File: src/rtl/ramp_adc_ctrl_if.sv
// rtl/ramp_adc_ctrl_if.sv - analog-side strobes and result handshake of the ramp ADC controller
interface ramp_adc_ctrl_if #(
    parameter int WIDTH = 8
);
    logic             start;
    logic             comp_pulse;
    logic             sample_en;
    logic [WIDTH-1:0] dac_code;
    logic             busy;
    logic [WIDTH-1:0] result;
    logic             result_valid;
    logic             result_ready;
    logic             overflow;

    // Controller side
    modport master (
        input  start,
        input  comp_pulse,
        input  result_ready,
        output sample_en,
        output dac_code,
        output busy,
        output result,
        output result_valid,
        output overflow
    );

    // Requester / front-end / downstream side
    modport slave (
        output start,
        output comp_pulse,
        output result_ready,
        input  sample_en,
        input  dac_code,
        input  busy,
        input  result,
        input  result_valid,
        input  overflow
    );
endinterface

File: src/rtl/ramp_adc_ctrl.sv
// rtl/ramp_adc_ctrl.sv - single-slope ADC controller: track/hold, DAC ramp, latency-compensated capture
module ramp_adc_ctrl #(
    parameter int WIDTH      = 8,
    parameter int SAMPLE_CYC = 4,
    parameter int STEP_CYC   = 2,
    parameter int LAT        = 3
) (
    input  logic             clk,
    input  logic             rst,
    ramp_adc_ctrl_if.master  bus
);
    typedef enum logic [2:0] {
        IDLE   = 3'd0,
        SAMPLE = 3'd1,
        RAMP   = 3'd2,
        DRAIN  = 3'd3,
        DONE   = 3'd4
    } state_t;

    localparam logic [WIDTH-1:0] CODE_MAX    = '1;
    localparam logic [7:0]       SAMPLE_LAST = 8'(SAMPLE_CYC - 1);
    localparam logic [7:0]       STEP_LAST   = 8'(STEP_CYC - 1);
    localparam logic [7:0]       DRAIN_LAST  = 8'(LAT - 1);

    state_t           state_q, state_d;
    logic [7:0]       cnt_q, cnt_d;
    logic [WIDTH-1:0] dac_q, dac_d;
    logic [WIDTH-1:0] dl_q [LAT];
    logic [WIDTH-1:0] dl_d [LAT];
    logic [WIDTH-1:0] result_q, result_d;
    logic             overflow_q, overflow_d;
    logic             sample_en_q, sample_en_d;
    logic             busy_q, busy_d;
    logic             valid_q, valid_d;

    // The oldest delay-line entry is the code that was on the DAC when the
    // comparator actually switched, LAT cycles before its pulse shows up.
    logic [WIDTH-1:0] dl_out;
    assign dl_out = dl_q[LAT-1];

    // Next-state, counter, ramp, delay-line and registered-output logic
    always_comb begin
        state_d    = state_q;
        cnt_d      = cnt_q;
        dac_d      = dac_q;
        dl_d       = dl_q;
        result_d   = result_q;
        overflow_d = overflow_q;

        case (state_q)
            IDLE: begin
                if (bus.start) begin
                    state_d = SAMPLE;
                    cnt_d   = 8'd0;
                end
            end

            SAMPLE: begin
                if (cnt_q == SAMPLE_LAST) begin
                    state_d = RAMP;
                    cnt_d   = 8'd0;
                    dac_d   = '0;
                    for (int i = 0; i < LAT; i++) begin
                        dl_d[i] = '0;
                    end
                end else begin
                    cnt_d = cnt_q + 8'd1;
                end
            end

            RAMP: begin
                dl_d[0] = dac_q;
                for (int i = 1; i < LAT; i++) begin
                    dl_d[i] = dl_q[i-1];
                end
                if (bus.comp_pulse) begin
                    result_d   = dl_out;
                    overflow_d = 1'b0;
                    dac_d      = '0;
                    state_d    = DONE;
                end else if (cnt_q == STEP_LAST) begin
                    cnt_d = 8'd0;
                    // The top code gets its full hold time before draining;
                    // the ramp saturates rather than wrapping.
                    if (dac_q == CODE_MAX) begin
                        state_d = DRAIN;
                    end else begin
                        dac_d = dac_q + 1'b1;
                    end
                end else begin
                    cnt_d = cnt_q + 8'd1;
                end
            end

            DRAIN: begin
                // Keep shifting so a switch during the last codes still
                // resolves to the code that caused it.
                dl_d[0] = dac_q;
                for (int i = 1; i < LAT; i++) begin
                    dl_d[i] = dl_q[i-1];
                end
                if (bus.comp_pulse) begin
                    result_d   = dl_out;
                    overflow_d = 1'b0;
                    dac_d      = '0;
                    state_d    = DONE;
                end else if (cnt_q == DRAIN_LAST) begin
                    result_d   = CODE_MAX;
                    overflow_d = 1'b1;
                    dac_d      = '0;
                    state_d    = DONE;
                end else begin
                    cnt_d = cnt_q + 8'd1;
                end
            end

            DONE: begin
                if (bus.result_ready) begin
                    state_d = IDLE;
                end
            end

            default: begin
                state_d = IDLE;
                dac_d   = '0;
            end
        endcase

        sample_en_d = (state_d == SAMPLE);
        busy_d      = (state_d != IDLE);
        valid_d     = (state_d == DONE);
    end

    // State and registered outputs; reset aborts any conversion in flight
    always_ff @(posedge clk or negedge rst) begin
        if (!rst) begin
            state_q     <= IDLE;
            cnt_q       <= 8'd0;
            dac_q       <= '0;
            for (int i = 0; i < LAT; i++) begin
                dl_q[i] <= '0;
            end
            result_q    <= '0;
            overflow_q  <= 1'b0;
            sample_en_q <= 1'b0;
            busy_q      <= 1'b0;
            valid_q     <= 1'b0;
        end else begin
            state_q     <= state_d;
            cnt_q       <= cnt_d;
            dac_q       <= dac_d;
            dl_q        <= dl_d;
            result_q    <= result_d;
            overflow_q  <= overflow_d;
            sample_en_q <= sample_en_d;
            busy_q      <= busy_d;
            valid_q     <= valid_d;
        end
    end

    assign bus.sample_en    = sample_en_q;
    assign bus.dac_code     = dac_q;
    assign bus.busy         = busy_q;
    assign bus.result       = result_q;
    assign bus.result_valid = valid_q;
    assign bus.overflow     = overflow_q;
endmodule
File: src/flat_wrapper.sv
// flat-port wrapper written by rule: the top's interface ports become plain ports
module ramp_adc_ctrl_flat 
#(
    parameter int WIDTH      = 8,
    parameter int SAMPLE_CYC = 4,
    parameter int STEP_CYC   = 2,
    parameter int LAT        = 3
)
  (clk, rst, bus_start, bus_comp_pulse, bus_result_ready, bus_sample_en, bus_dac_code, bus_busy, bus_result, bus_result_valid, bus_overflow);
  ramp_adc_ctrl_if #(.WIDTH(WIDTH)) bus_i ();
  input  logic clk;
  input  logic rst;
  input wire logic [$bits(bus_i.start)-1:0] bus_start;
  input wire logic [$bits(bus_i.comp_pulse)-1:0] bus_comp_pulse;
  input wire logic [$bits(bus_i.result_ready)-1:0] bus_result_ready;
  output wire logic [$bits(bus_i.sample_en)-1:0] bus_sample_en;
  output wire logic [$bits(bus_i.dac_code)-1:0] bus_dac_code;
  output wire logic [$bits(bus_i.busy)-1:0] bus_busy;
  output wire logic [$bits(bus_i.result)-1:0] bus_result;
  output wire logic [$bits(bus_i.result_valid)-1:0] bus_result_valid;
  output wire logic [$bits(bus_i.overflow)-1:0] bus_overflow;
  assign bus_i.start = bus_start;
  assign bus_i.comp_pulse = bus_comp_pulse;
  assign bus_i.result_ready = bus_result_ready;
  assign bus_sample_en = bus_i.sample_en;
  assign bus_dac_code = bus_i.dac_code;
  assign bus_busy = bus_i.busy;
  assign bus_result = bus_i.result;
  assign bus_result_valid = bus_i.result_valid;
  assign bus_overflow = bus_i.overflow;
  ramp_adc_ctrl #(.WIDTH(WIDTH), .SAMPLE_CYC(SAMPLE_CYC), .STEP_CYC(STEP_CYC), .LAT(LAT)) u_core (.clk(clk), .rst(rst), .bus(bus_i));
endmodule
File: config.mk
export PLATFORM = sky130hd
export DESIGN_NAME = ramp_adc_ctrl_flat
export DESIGN_NICKNAME = d
export VERILOG_FILES = /design/src/rtl/ramp_adc_ctrl_if.sv /design/src/rtl/ramp_adc_ctrl.sv /design/src/flat_wrapper.sv
export SDC_FILE = /design/constraint.sdc
export NUM_CORES = 1
export LEC_CHECK = 0
export CAP_MARGIN = 20
export CORE_MARGIN = 5
export CORE_UTILIZATION = 45
export CTS_CLUSTER_DIAMETER = 30
export DETAILED_ROUTE_END_ITERATION = 12
export GPL_ROUTABILITY_DRIVEN = 0
export PLACE_DENSITY = 0.65
export SETUP_SLACK_MARGIN = 0.15
export SLEW_MARGIN = 25
export SYNTH_ARGS = -nofsm -noshare
export SYNTH_HDL_FRONTEND = slang
export SYNTH_SLANG_ARGS = --single-unit
File: constraint.sdc
create_clock -name clk -period 2.2 [get_ports clk]
set_clock_uncertainty 0.05 [all_clocks]
set_input_delay 0.44 -clock clk [delete_from_list [all_inputs] [get_ports clk]]
set_output_delay 0.44 -clock clk [all_outputs]
set_load 0.05 [all_outputs]
==> run metrics <==
die outline height roughly 85 um; global-route usage over all layers 0.153; type of element capturing the critical path flip-flop; core area 0.00547 sq mm; met1 usage 0.217; placement row count 27; worst setup path class reg -> reg; maximum single-stage delay on the critical path about 0.45 ns; number of distinct standard cells referenced by the synthesized netlist 55; Worst setup SP type flip-flop; gate count of the mapped netlist 214; clock insertion delay at the later pin of the skew report approximately 0.31 ns; Avg Cell Area, Syn around 12 sq um; outcome completed; share of the cycle needed by the critical path after routing 0.938; num ports 25; Register-to-Register Path Depth 7; register bit count reported by yosys 55; path class of the lowest-slack min-delay path in -> async; cell area reported after detailed placement between 0.002 and 0.003 sq mm; Net Count, Synth about 220; GRT Residual Overflow 0; LEAKAGE around 1.5 nW; H-tree lvl count 2; Max Buffers Root-to-Sink 2; relative slew slack 0.661; total count of max-transition violations in the final report 0; area used by multi-input combinational logic between 0.001 and 0.0015 sq mm; total power consumption of the routed design 4.28 mW; clock input transition at the sequential cells of the worst setup and hold paths ~0.10 ns; R2R Path End u_core.cnt_q[0]; area overhead of the layout relative to synthesis 22.5%; number of design rule violations left after detail routing 0; Placed Cells incl. Taps ~310; reg-to-reg startpoint u_core.cnt_q[2]; Mapped Area 0.00251 sq mm; max_cap viols 0; worst endpoint required time ~2.4 ns; unrepaired setup endpoints after global routing yes; count of port buffers added during placement 24; fraction of final layout cells with drive strength greater than 1 0.213; count of synthesis-stage warnings from yosys 0; number of filler cells placed in the layout around 460; final setup slack of the worst path between 0.1 and 0.15 ns; final cell count without fillers 326; sequential fraction of the synthesis area 0.547; Die Footprint between 0.007 and 0.008 sq mm; slowest stage cell on the critical path sky130_fd_sc_hd__dfrtp_2; final routed wirelength across all metal layers roughly 5.3 mm; Die Span X roughly 85 um; pin count of the biggest net entering global routing 56; peak-usage layer in the global routing report met2; Iteration-0 DRC Markers ~110; minimum setup slack after placement -0.0746 ns; met2 Usage GRT 0.231; global-route track usage on met3 0.0353; final instance area just over 0.003 sq mm; number of sinks on the clock net 55; cell at the root of the clock tree sky130_fd_sc_hd__clkbuf_8; achievable clock frequency 0.485 GHz; via count of the first global-routing pass approximately 1,800; time the worst path needs with I/O delays and setup about 2.1 ns; FF/Latch Area between 0.001 and 0.0015 sq mm; global-route wire length before repair 8.86 mm; Power Dens Cells around 1400 mW/mm^2; Vias per Instance 5.73; hpwl dp between 3 and 4 mm; diode count 0; Pre-Repair DR Iteration Count 4; Detail Route Antenna Nets 0; endpoints failing hold 0; effective utilization at floorplan 0.460; number of setup violations in the final report 0; routed vias roughly 1,900; Avg WL per Cell 16.2 um; top fanout value on the critical path 9; setup slack on the worst flop-to-flop path 0.14 ns; nets 262; number of buffers and inverters on the critical path 2; slew at the pin closest to its max-slew limit between 0.5 and 0.6 ns; Top delay family on crit path simple AND/OR/NAND/NOR gates; worst ir drop on vdd around 630 uV; CTS tree built; antenna violations before repair 0; CTS Buf Count 5; CP Cell Sequence nor4_4 -> buf_4 -> and4_4 -> o22ai_4 -> buf_12 -> o21ba_4 -> mux2_4; worst endpoint data arrival time about 2.2 ns
## cell type report
type,instances,share of cell area
Inverter,8,0.00974
Tap cell,72,0.0292
Timing Repair Buffer,43,0.134
Sequential cell,55,0.449
Clock inverter,3,0.00893
Multi-Input combinational cell,140,0.348
Clock buffer,5,0.0223
## worst max path at each step
stage                    start                endpoint  slack [ns]  cells after the start
6_report       u_core.cnt_q[2]         u_core.cnt_q[0]        0.14                      7
4_1_cts        u_core.cnt_q[3]         u_core.cnt_q[1]        0.14                      6
3_5_place_dp    bus_comp_pulse  u_core.bus.dac_code[0]       -0.07                      6
3_3_place_gp    bus_comp_pulse  u_core.bus.dac_code[0]       -0.06                      6
5_1_grt        u_core.cnt_q[2]         u_core.cnt_q[0]        0.10                      7
2_1_floorplan  u_core.cnt_q[3]         u_core.cnt_q[0]        0.20                      6
## what timing repair did
action | 4_1_cts | 5_1_grt
buffers inserted | 2 | 4
pin swaps | 1 | 7
hold buffers | 0 | 0
gates resized for setup | 5 | 10
endpoints found under the setup margin | 16 | 12
## power by group
| part | switching [mW] | internal (mW) |
|---|---|---|
| sequential | 0.212 | 1.28 |
| combinational | 1.24 | 0.969 |
| clock | 0.352 | 0.234 |
| total | 1.80 | 2.48 |
## per-stage QoR
stage / hold slack [ns] / util / TNS [ns]
3_5_place_dp: 0.410 / 0.532 / -0.364
2_1_floorplan: 0.0944 / - / 0
3_3_place_gp: 0.410 / 0.532 / -0.0707
4_1_cts: 0.0625 / 0.551 / 0
6_report: 0.0599 / 0.563 / 0
5_1_grt: 0.0731 / 0.563 / 0
## layout by cell type (no fill, tap or decap), drive strengths merged, types with 3 or more instances in the layout
cell	instances
clkbuf	5
a21oi	6
dfrtp	55
ha	4
o21ai	6
buf	21
nor2b	4
and3	7
a21o	3
mux2	3
nand2b	3
dlygate4sd2	5
nand3	4
inv	9
nor2	7
and4	3
clkdlybuf4s50	15
a31oi	3
o22ai	8
nand2	10
a22o	31
o22a	8
## cells in the mapped netlist, drive strengths merged
library cell / number / area [sq um]
a2bb2oi: 1 / 8.76
nand3: 4 / 20.0
a41oi: 2 / 17.5
or3: 2 / 12.5
nand4: 2 / 12.5
nor2: 7 / 28.8
a31o: 1 / 8.76
o21ba: 1 / 16.3
o211ai: 1 / 7.51
nand4bb: 1 / 11.3
o41ai: 1 / 8.76
o22ai: 8 / 63.8
a22o: 31 / 272
nand2b: 3 / 18.8
and4: 3 / 27.5
inv: 8 / 30.0
a211o: 2 / 18.8
and3: 7 / 46.3
or4: 2 / 15.0
clkbuf: 5 / 18.8
mux2: 3 / 37.5
buf: 6 / 36.3
ha: 4 / 50.1
o21a: 1 / 7.51
nor2b: 4 / 25.0
or2: 2 / 12.5
nor3: 2 / 10.0
o21ai: 6 / 30.0
a21oi: 6 / 30.0
nor4: 2 / 27.5
o22a: 8 / 70.1
or2b: 1 / 7.51
a211oi: 1 / 7.51
a21o: 3 / 23.8
a31oi: 3 / 18.8
dfrtp: 55 / 1380
nand2: 10 / 37.5
and2: 1 / 7.51
and2b: 1 / 8.76
o31ai: 1 / 7.51
a41o: 2 / 20.0
## flip-flops by register name, indices dropped and copies added (netlist names)
signal and count:
u_core.bus.dac_code 8, u_core.dl_out 8, u_core.bus.result 8, u_core.dl_q 16
u_core.bus.result_valid 1, u_core.bus.overflow 1, u_core.bus.sample_en 1, u_core.bus.busy 1
u_core.cnt_q 8, u_core.state_q 3
## worst reg2reg max path, stage by stage, from the launching register on
cell                      delay [ns]
sky130_fd_sc_hd__dfrtp_2        0.45
sky130_fd_sc_hd__nor4_4         0.33
sky130_fd_sc_hd__buf_4          0.18
sky130_fd_sc_hd__and4_4         0.24
sky130_fd_sc_hd__o22ai_4        0.08
sky130_fd_sc_hd__buf_12         0.15
sky130_fd_sc_hd__o21ba_4        0.23
sky130_fd_sc_hd__mux2_4         0.26
## routing by layer
metal	vias up	share of wire	wire, um
li1	901	-	-
met1	929	0.49	2570
met2	31	0.46	2440
met3	6	0.035	183
met4	0	0.015	80
met5	-	0	0
## cells by family after synthesis
family	synth area share
AND/OR/NAND/NOR	0.131
flip-flops	0.547
adder cells (fa/ha/maj)	0.0199
buffers and inverters	0.0338
multiplexers	0.0149
AO/OA/AOI/OAI	0.253
Power figures use the tool's default switching activity.
